**src/rtl/if_stage_fq_pkg.sv**
```systemverilog
// rtl/if_stage_fq_pkg.sv - shared widths, defaults and sizing helpers for the fetch stage
package if_stage_fq_pkg;

  localparam int          DEF_XLEN            = 32;
  localparam int          DEF_INST_LEN        = 32;
  localparam int          DEF_FQ_DEPTH        = 4;
  localparam int          DEF_MAX_OUTSTANDING = 2;
  localparam logic [31:0] DEF_RESET_PC        = 32'hbfc00000;
  localparam int          INST_BYTES          = 4;

  function automatic int br_bus_wd(input int xlen);
    return xlen + 1;
  endfunction

  function automatic int fs_to_ds_bus_wd(input int xlen, input int inst_len);
    return xlen + inst_len;
  endfunction

  // Bits needed to hold a count in 0..max_val inclusive.
  function automatic int cnt_wd(input int max_val);
    return $clog2(max_val + 1);
  endfunction

endpackage

```
**src/rtl/if_stage_fq_gnrl_sync_fifo.sv**
```systemverilog
// rtl/if_stage_fq_gnrl_sync_fifo.sv - pointer-based sync FIFO with clear and occupancy outputs
module if_stage_fq_gnrl_sync_fifo
  import if_stage_fq_pkg::*;
#(
  parameter int  DW    = 32,
  parameter int  DEPTH = 4,
  localparam int AW    = (DEPTH > 1) ? $clog2(DEPTH) : 1,
  localparam int CW    = cnt_wd(DEPTH)
) (
  input  logic          clk,
  input  logic          reset,
  input  logic          clear,
  input  logic          push,
  input  logic [DW-1:0] push_data,
  input  logic          pop,
  output logic [DW-1:0] pop_data,
  output logic          full,
  output logic          empty,
  output logic [CW-1:0] count
);

  logic [DW-1:0] mem [DEPTH];
  logic [AW-1:0] wr_ptr;
  logic [AW-1:0] rd_ptr;
  logic          do_push;
  logic          do_pop;

  // DEPTH need not be a power of two, so pointers wrap explicitly.
  function automatic logic [AW-1:0] ptr_inc(input logic [AW-1:0] p);
    return (p == AW'(DEPTH - 1)) ? '0 : p + AW'(1);
  endfunction

  assign full     = (count == CW'(DEPTH));
  assign empty    = (count == '0);
  assign do_pop   = pop && !empty;
  assign do_push  = push && (!full || do_pop);
  assign pop_data = mem[rd_ptr];

  always_ff @(posedge clk or negedge reset) begin
    if (!reset) begin
      wr_ptr <= '0;
      rd_ptr <= '0;
      count  <= '0;
    end else if (clear) begin
      wr_ptr <= '0;
      rd_ptr <= '0;
      count  <= '0;
    end else begin
      if (do_push) wr_ptr <= ptr_inc(wr_ptr);
      if (do_pop)  rd_ptr <= ptr_inc(rd_ptr);
      if (do_push && !do_pop)      count <= count + CW'(1);
      else if (!do_push && do_pop) count <= count - CW'(1);
    end
  end

  always_ff @(posedge clk) begin
    if (do_push) mem[wr_ptr] <= push_data;
  end

endmodule

```
**src/rtl/if_stage_fq.sv**
```systemverilog
// rtl/if_stage_fq.sv - instruction fetch stage with split-transaction port and fetch queue
module if_stage_fq
  import if_stage_fq_pkg::*;
#(
  parameter int               XLEN            = DEF_XLEN,
  parameter int               INST_LEN        = DEF_INST_LEN,
  parameter int               FQ_DEPTH        = DEF_FQ_DEPTH,
  parameter int               MAX_OUTSTANDING = DEF_MAX_OUTSTANDING,
  parameter logic [XLEN-1:0]  RESET_PC        = XLEN'(DEF_RESET_PC),
  localparam int              BR_BUS_WD       = br_bus_wd(XLEN),
  localparam int              FS_TO_DS_BUS_WD = fs_to_ds_bus_wd(XLEN, INST_LEN)
) (
  input  logic                       clk,
  input  logic                       reset,
  input  logic                       ds_allowin,
  input  logic [BR_BUS_WD-1:0]       br_bus,
  output logic                       inst_req,
  output logic [XLEN-1:0]            inst_addr,
  input  logic                       inst_addr_ok,
  input  logic                       inst_data_ok,
  input  logic [INST_LEN-1:0]        inst_rdata,
  output logic                       fs_to_ds_valid,
  output logic [FS_TO_DS_BUS_WD-1:0] fs_to_ds_bus
);

  localparam int OW = cnt_wd(MAX_OUTSTANDING);
  localparam int CW = cnt_wd(FQ_DEPTH);
  localparam int SW = cnt_wd(FQ_DEPTH + MAX_OUTSTANDING);

  logic            br_taken;
  logic [XLEN-1:0] br_target;

  logic [XLEN-1:0] fetch_pc;
  logic [XLEN-1:0] fetch_pc_nxt;
  logic [OW-1:0]   outstanding;
  logic [OW-1:0]   outstanding_nxt;
  logic [OW-1:0]   discard;
  logic [OW-1:0]   discard_nxt;

  logic            accept;
  logic            resp;
  logic            resp_drop;
  logic [SW-1:0]   slots_used;

  logic            fq_push;
  logic            fq_pop;
  logic            fq_full;
  logic            fq_empty;
  logic [CW-1:0]   fq_count;

  logic [XLEN-1:0] pf_pc;
  logic            pf_full;
  logic            pf_empty;
  logic [OW-1:0]   pf_count;

  assign {br_taken, br_target} = br_bus;

  // Every in-flight request owns a queue slot, so a response can always be stored.
  assign slots_used = SW'(fq_count) + SW'(outstanding);
  assign inst_req   = reset && !br_taken
                   && (outstanding < OW'(MAX_OUTSTANDING))
                   && (slots_used < SW'(FQ_DEPTH));
  assign inst_addr  = fetch_pc;

  assign accept    = inst_req && inst_addr_ok;
  assign resp      = inst_data_ok;
  assign resp_drop = resp && (discard != '0);

  assign fs_to_ds_valid = !fq_empty;
  assign fq_pop         = fs_to_ds_valid && ds_allowin;
  assign fq_push        = resp && !resp_drop && !br_taken;

  always_comb begin
    outstanding_nxt = outstanding;
    discard_nxt     = discard;
    fetch_pc_nxt    = fetch_pc;

    if (accept && !resp)      outstanding_nxt = outstanding + OW'(1);
    else if (!accept && resp) outstanding_nxt = outstanding - OW'(1);

    // Requests still in flight after a redirect belong to the old path.
    // Earlier discards are still counted in outstanding, so this accumulates.
    if (br_taken)       discard_nxt = resp ? outstanding - OW'(1) : outstanding;
    else if (resp_drop) discard_nxt = discard - OW'(1);

    if (br_taken)    fetch_pc_nxt = br_target;
    else if (accept) fetch_pc_nxt = fetch_pc + XLEN'(INST_BYTES);
  end

  always_ff @(posedge clk or negedge reset) begin
    if (!reset) begin
      fetch_pc    <= RESET_PC;
      outstanding <= '0;
      discard     <= '0;
    end else begin
      fetch_pc    <= fetch_pc_nxt;
      outstanding <= outstanding_nxt;
      discard     <= discard_nxt;
    end
  end

  // In-flight pc FIFO: pairs each response with the address that produced it.
  if_stage_fq_gnrl_sync_fifo #(
    .DW    (XLEN),
    .DEPTH (MAX_OUTSTANDING)
  ) u_pc_fifo (
    .clk       (clk),
    .reset     (reset),
    .clear     (1'b0),
    .push      (accept),
    .push_data (fetch_pc),
    .pop       (resp),
    .pop_data  (pf_pc),
    .full      (pf_full),
    .empty     (pf_empty),
    .count     (pf_count)
  );

  if_stage_fq_gnrl_sync_fifo #(
    .DW    (FS_TO_DS_BUS_WD),
    .DEPTH (FQ_DEPTH)
  ) u_fetch_queue (
    .clk       (clk),
    .reset     (reset),
    .clear     (br_taken),
    .push      (fq_push),
    .push_data ({pf_pc, inst_rdata}),
    .pop       (fq_pop),
    .pop_data  (fs_to_ds_bus),
    .full      (fq_full),
    .empty     (fq_empty),
    .count     (fq_count)
  );

  a_no_spurious_rsp: assert property (@(posedge clk) disable iff (!reset)
    inst_data_ok |-> (outstanding != '0));
  a_target_aligned: assert property (@(posedge clk) disable iff (!reset)
    br_taken |-> (br_target[1:0] == 2'b00));
  a_fq_room: assert property (@(posedge clk) disable iff (!reset)
    fq_push |-> (!fq_full || fq_pop));
  a_pf_room: assert property (@(posedge clk) disable iff (!reset)
    accept |-> (!pf_full || resp));
  a_pf_tracks: assert property (@(posedge clk) disable iff (!reset)
    (pf_count == outstanding) && (pf_empty == (outstanding == '0)));

endmodule

```
**config.mk**
```make
export PLATFORM = sky130hd
export DESIGN_NAME = if_stage_fq
export DESIGN_NICKNAME = d
export VERILOG_FILES = /design/src/rtl/if_stage_fq_pkg.sv /design/src/rtl/if_stage_fq_gnrl_sync_fifo.sv /design/src/rtl/if_stage_fq.sv
export SDC_FILE = /design/constraint.sdc
export NUM_CORES = 1
export LEC_CHECK = 0
export CORE_AREA = 3 3 216 218
export DETAILED_ROUTE_END_ITERATION = 8
export DIE_AREA = 0 0 219 221
export PLACE_DENSITY = 0.58
export SYNTH_ARGS = -nofsm -noshare
export SYNTH_HDL_FRONTEND = slang
export SYNTH_SLANG_ARGS = --single-unit
```
**constraint.sdc**
```tcl
create_clock -name clk -period 8.65 [get_ports clk]
set_input_delay 1.2975 -clock clk [delete_from_list [all_inputs] [get_ports clk]]
set_output_delay 1.2975 -clock clk [all_outputs]
set_load 0.05 [all_outputs]
```
==> flow_summary.yaml, run 1 <==
outcome:
  status: "finished, final reports clean"
global_route:
  grt_max_degree: 67
  antenna_found_initial: 0
  grt_pass1_wl_um: 47300
  grt.overflow.total: 0
  grt_pass1_vias: 7589
  grt_use_total_pct: 12.8
synthesis:
  netlist_instances: 735
  seq_area_frac_synth_pct: 75.7
  syn_avg_cell_area_um2: 19.4
  synthFlopType: "edfxtp_1"
  ys_ff_latch: 367
  synthArstFlopShare_pct: 12.8
  synthesis.nets: 816
  yosysUniqueCellTypes: 52
  synth_enable_flop_cells: 320
  yosysWarnings: 0
  netlist_area_mm2: 0.0143
clocking:
  cts_buffers: 40
  cts.sinks: 367
  cts_hold_buf: 0
  clk-insertion-delay-late_ps: 540
  htree_levels: 2
  cts-resized-gates: 0
  cts_tree: "built"
  post_cts.repair.setup_buffers: 0
  clkTransAtPathRegs_ps: 60
  cts_buffer_depth: 3
  cts_root_buf: "clkbuf_16"
placed_design:
  placedCellCount: 1482
  pre_cts_slack_ps: 4000
  gp_congestion: 0.742
  io_buffers: 167
  placed_area_mm2: 0.0166
  dp_hpwl_um: 19100
final_layout:
  syn2layout_area_growth_pct: 25.8
  fillers: 4094
  fin_area_mm2: 0.0179
  antenna_cells: 0
  layout-drive-gt1-share_pct: 19.7
  finalNetCount: 1005
  layoutNonFillerInstCount: 1554
worst_setup_path:
  arrival_ps: 3530
  ff2ff_setup_slack_ps: 5120
  worstSetupEndpointType: "output pin"
  cp_max_fo: 39
  path_class: "register to output pin"
  crit_required_ps: 7350
  cp-start-kind: "register"
timing:
  rsz0062_at_grt: "false"
  fmax_ghz: 0.207
  tightest_slew_ps: 1080
  slew_viol_final: 0
  slew-limit-headroom_pct: 27.9
  timing.final.ws_setup_ps: 3820
  finalCritPeriodShare_pct: 55.8
  fin_skew_ps: 12.9
  setup_viol: 0
  setup_tns_ps: 0
  period_minus_slack_ps: 4830
  finalHoldViolations: 0
route:
  ant_nets: 0
  wl_per_cell_um: 19.9
  first_pass_iters: 5
  drtIter0Drc: 504
  wirelength_um: 30900
  post-route-drc-count: 0
  viasPerCell: 4.76
  vias: 7398
flow_run:
  maxCapViolations: 0
power_and_ir_drop:
  total_power_mw: 5.30
  leakagePower_nw: 5.78
  vdd_drop_max_mv: 0.155
  power.density_mw_per_mm2: 295
die:
  io_pins: 168
  core_area_mm2: 0.0451
  die_width_um: 219
  start_util_pct: 31.6
  die_area_mm2: 0.0484
  std_cell_rows: 78
  die_h_um: 221
worst_hold_path:
  hp-class: "register to register"
-- placed cells by master, fill, tap and decap left out, drive strengths merged, types with 4 or more instances in the layout --
cell and count:
bufinv 5, xnor2 12, dfrtp 38, inv 17
edfxtp 320, o311ai 11, nand3 18, nand2b 4
nand2 39, xor2 10, clkbuf 51, and2 7
nor3 4, clkdlybuf4s50 165, mux2 35, o211ai 4
mux4 64, dfstp 9, o31ai 5, a221o 4
nor2 21, a21oi 5, clkinv 11, ha 10
nor4 5, buf 12, nand4 10, or3 5
o21ai 20
-- worst paths after layout --
check | to | from | cells after the start
max | fs_to_ds_bus[63] | u_fetch_queue.rd_ptr[0] | 3
min | u_pc_fifo.count[1] | u_pc_fifo.count[1] | 1
max reg2reg | u_pc_fifo.mem[1][27] | outstanding[1] | 6
min reg2reg | u_pc_fifo.count[1] | u_pc_fifo.count[1] | 1
max in group asynchronous | u_fetch_queue.rd_ptr[0] | reset | 2
min in group asynchronous | inst_addr[12] | reset | 2
-- area by class of cell --
class	count	area (um^2)	share of cell area, %
Clock buffer	51	1060	5.93
Clock inverter	21	236	1.32
Inverter	15	56.3	0.314
Multi-Input combinational cell	323	3290	18.4
Sequential cell	367	10800	60.2
Tap cell	600	751	4.18
Timing Repair Buffer	177	1740	9.68
-- critical path: stages, from the launching register on --
cell and delay, ps:
dfrtp_4 850, buf_4 730, mux4_2 640, clkdlybuf4s50_1 720
-- report_power, final --
group          switching [mW]  internal [mW]  leakage [nW]
clock network           0.664           1.02         0.624
registers               0.149           2.10          3.45
logic                   0.815          0.550          1.71
-- metal layers --
metal,vias up,routed length [um],GRT usage [%]
li1,3345,-,-
met1,3787,14100,18.1
met2,229,14300,19.7
met3,37,1900,3.50
met4,0,590,3.43
met5,-,0,0
-- per-stage QoR --
| stage | hold WS [ps] | utilization, % |
|---|---|---|
| after global routing | 534 | 39.8 |
| after global placement | 494 | 36.9 |
| after detailed placement | 496 | 36.9 |
| final | 502 | 39.8 |
| after floorplan | 455 | - |
| after CTS | 507 | 39.8 |
-- state kept, by name, indices dropped and copies added (netlist names) --
name / cells
u_fetch_queue.mem: 256
u_fetch_queue.rd_ptr: 2
discard: 2
u_pc_fifo.count: 2
inst_addr: 32
u_fetch_queue.wr_ptr: 2
u_pc_fifo.mem: 64
u_pc_fifo.rd_ptr: 1
outstanding: 2
u_fetch_queue.count: 3
u_pc_fifo.wr_ptr: 1
-- kinds of logic after synthesis --
family	share of synthesized area [%]
AND/OR/NAND/NOR	4.66
AO/OA/AOI/OAI	2.87
XOR/XNOR	1.35
multiplexers	13.1
flip-flops	75.7
adder cells (fa/ha/maj)	1.02
buffers and inverters	1.32
-- synthesized netlist by cell type, types with 4 or more instances --
| master | number | area (um^2) |
|---|---|---|
| dfrtp_1 | 38 | 951 |
| nand3_1 | 18 | 90.1 |
| nand2_1 | 39 | 146 |
| dfstp_2 | 9 | 236 |
| o21ai_0 | 19 | 95.1 |
| nor3_1 | 4 | 20.0 |
| xor2_1 | 10 | 87.6 |
| buf_1 | 6 | 22.5 |
| mux4_2 | 64 | 1440 |
| o211ai_1 | 4 | 30.0 |
| clkbuf_1 | 16 | 60.1 |
| buf_2 | 6 | 30.0 |
| and2_1 | 7 | 43.8 |
| ha_1 | 10 | 125 |
| edfxtp_1 | 320 | 9610 |
| or3_1 | 5 | 31.3 |
| nand2b_1 | 4 | 25.0 |
| o311ai_0 | 9 | 78.8 |
| a221o_1 | 4 | 40.0 |
| nor4_1 | 5 | 31.3 |
| nor2_1 | 20 | 75.1 |
| o31ai_1 | 5 | 37.5 |
| nand4_1 | 10 | 62.6 |
| inv_1 | 15 | 56.3 |
| mux2_2 | 35 | 394 |
| xnor2_1 | 12 | 105 |
| a21oi_1 | 5 | 25.0 |
Power figures use the tool's default switching activity.
==> run 2, diff against run 1 <==
--- a/config.mk
+++ b/config.mk
@@ -8,7 +8,7 @@
 export CORE_AREA = 3 3 216 218
 export DETAILED_ROUTE_END_ITERATION = 8
 export DIE_AREA = 0 0 219 221
-export PLACE_DENSITY = 0.58
+export PLACE_DENSITY = 0.6
 export SYNTH_ARGS = -nofsm -noshare
 export SYNTH_HDL_FRONTEND = slang
 export SYNTH_SLANG_ARGS = --single-unit
==> constraint.sdc (replaced) <==
create_clock -name clk -period 4.1 [get_ports clk]
set_input_delay 0.615 -clock clk [delete_from_list [all_inputs] [get_ports clk]]
set_output_delay 0.615 -clock clk [all_outputs]
set_load 0.05 [all_outputs]
==> flow_summary.yaml, run 2 (synthesis gave the netlist of run 1 again) <==
die:
  core_area_mm2: 0.0451
  die_h_um: 221
  start_util_pct: 31.6
  std_cell_rows: 78
  die_width_um: 219
  die_area_mm2: 0.0484
  io_pins: 168
power_and_ir_drop:
  vdd_drop_max_mv: 0.403
  power.density_mw_per_mm2: 620
  leakagePower_nw: 5.86
clocking:
  clkTransAtPathRegs_ps: 60
  cts_tree: "built"
  post_cts.repair.setup_buffers: 0
  cts_buffers: 40
  cts.sinks: 367
  htree_levels: 2
  cts_root_buf: "clkbuf_16"
  clk-insertion-delay-late_ps: 550
  cts_buffer_depth: 3
worst_setup_path:
  cpPeakStageDelay_ps: 840
  cp-start-kind: "register"
  cp_max_fo: 6
  arrival_ps: 2840
  worstSetupEndpointType: "output pin"
  path_cells: "ha_1, a311o_1, nand3_1, nor3b_1, clkdlybuf4s50_1"
  crit_required_ps: 3480
  crit_slowest_cell: "clkdlybuf4s50_1"
  path_class: "register to output pin"
timing:
  setup_tns_ps: 0
  timing.final.ws_setup_ps: 642
  slew-limit-headroom_pct: 45.2
  tightest_slew_ps: 821
  setup_viol: 0
  finalHoldViolations: 0
  hold_slack_ps: 439
  slew_viol_final: 0
  finalCritPeriodShare_pct: 84.4
  period_minus_slack_ps: 3460
  rsz0062_at_grt: "false"
  fmax_ghz: 0.289
  fin_skew_ps: 24.2
route:
  post-route-drc-count: 0
  first_pass_iters: 6
  wirelength_um: 32300
  vias: 7412
  wl_per_cell_um: 20.6
  ant_nets: 0
  viasPerCell: 4.74
  drtIter0Drc: 504
global_route:
  antenna_found_initial: 1
  grt_pass1_wl_um: 49800
  grt_use_total_pct: 13.6
  grt.overflow.total: 0
  grt_pass1_vias: 7849
  grt_max_degree: 52
final_layout:
  finalNetCount: 1016
  mostFrequentLayoutCell: "edfxtp_1"
  layout_common_cells: "320 x edfxtp_1, 165 x clkdlybuf4s50_1, 64 x mux4_2, 41 x clkbuf_16, 39 x nand2_1"
  largest_reg_flops: 256
  fillers: 4117
  syn2layout_area_growth_pct: 26.7
  largest_register: "u_fetch_queue.mem"
  layout-drive-gt1-share_pct: 20.7
placed_design:
  io_buffers: 167
  dp_hpwl_um: 20700
  gp_congestion: 0.765
  pre_cts_slack_ps: 1070
outcome:
  status: "finished, final reports clean"
worst_hold_path:
  hp-class: "primary input to async pin"
flow_run:
  maxCapViolations: 0
==> run 2: cell count changes in the layout (fill, tap and decap cells not counted), sizes merged <==
cell         before  now
clkinv           11   21
buf              12   22
dlygate4sd3       0    1
clkinvlp          3    0
clkbuf           51   44
bufinv            5    4
diode             0    1
==> run 2: metrics by stage <==
stage,area [um^2],power [mW],utilization [%],cells
6_report,18100,11.2,40.1,1565
5_1_grt,18100,11.7,40.1,1565
4_1_cts,18100,11.4,40.1,1564
3_5_place_dp,16800,7.84,37.2,1492
3_3_place_gp,16800,7.81,37.2,1492
2_1_floorplan,14300,6.76,-,735
==> run 2: final cells by class <==
class                           instances  area [um^2]  share of cell area, %
Antenna cell                            1         2.50                 0.0138
Clock buffer                           44         1040                   5.74
Clock inverter                         27          229                   1.27
Inverter                               15         56.3                  0.312
Multi-Input combinational cell        323         3290                   18.2
Sequential cell                       367        10800                   59.8
Tap cell                              600          751                   4.15
Timing Repair Buffer                  188         1900                   10.5
==> run 2: power breakdown <==
part / leakage, nW / internal (mW) / switching, mW
Sequential: 3.45 / 4.43 / 0.226
Clock: 0.631 / 2.07 / 1.42
Combinational: 1.78 / 1.20 / 1.86
==> run 2: what timing repair did <==
action | 4_1_cts | 5_1_grt
hold buffers | 1 | 0
endpoints found under the hold margin | 4 | 0
gates resized for setup | 0 | 0
==> run 2: per-layer routing <==
layer	track usage (%)	vias up	part of all wire, %
met4	3.45	0	2.2
met1	19.2	3782	45
li1	-	3360	-
met2	21.1	215	47
met3	3.46	55	6.1
met5	0	-	0
==> run 2: path summary, 6_finish.rpt <==
path | cells after the start | end | from | slack (ps)
hold / removal | 2 | u_fetch_queue.count[1] | reset | 440
max in group asynchronous | 3 | u_fetch_queue.rd_ptr[1] | reset | 2750
setup / recovery | 5 | inst_req | outstanding[1] | 640
hold reg to reg | 0 | u_pc_fifo.mem[1][1] | inst_addr[1] | 500
setup reg to reg | 6 | u_pc_fifo.mem[0][5] | outstanding[1] | 1340
min in group clk | 0 | u_pc_fifo.mem[1][1] | inst_addr[1] | 500
==> run 2: critical path: cells and delay by family, from the launching register on <==
kind                       cells  cell delay [ps]
AOI/OAI and AO/OA              1              370
adders and majority gates      1              330
buffers and inverters          1              840
DFF                            1              450
and+or+nand+nor                2              310
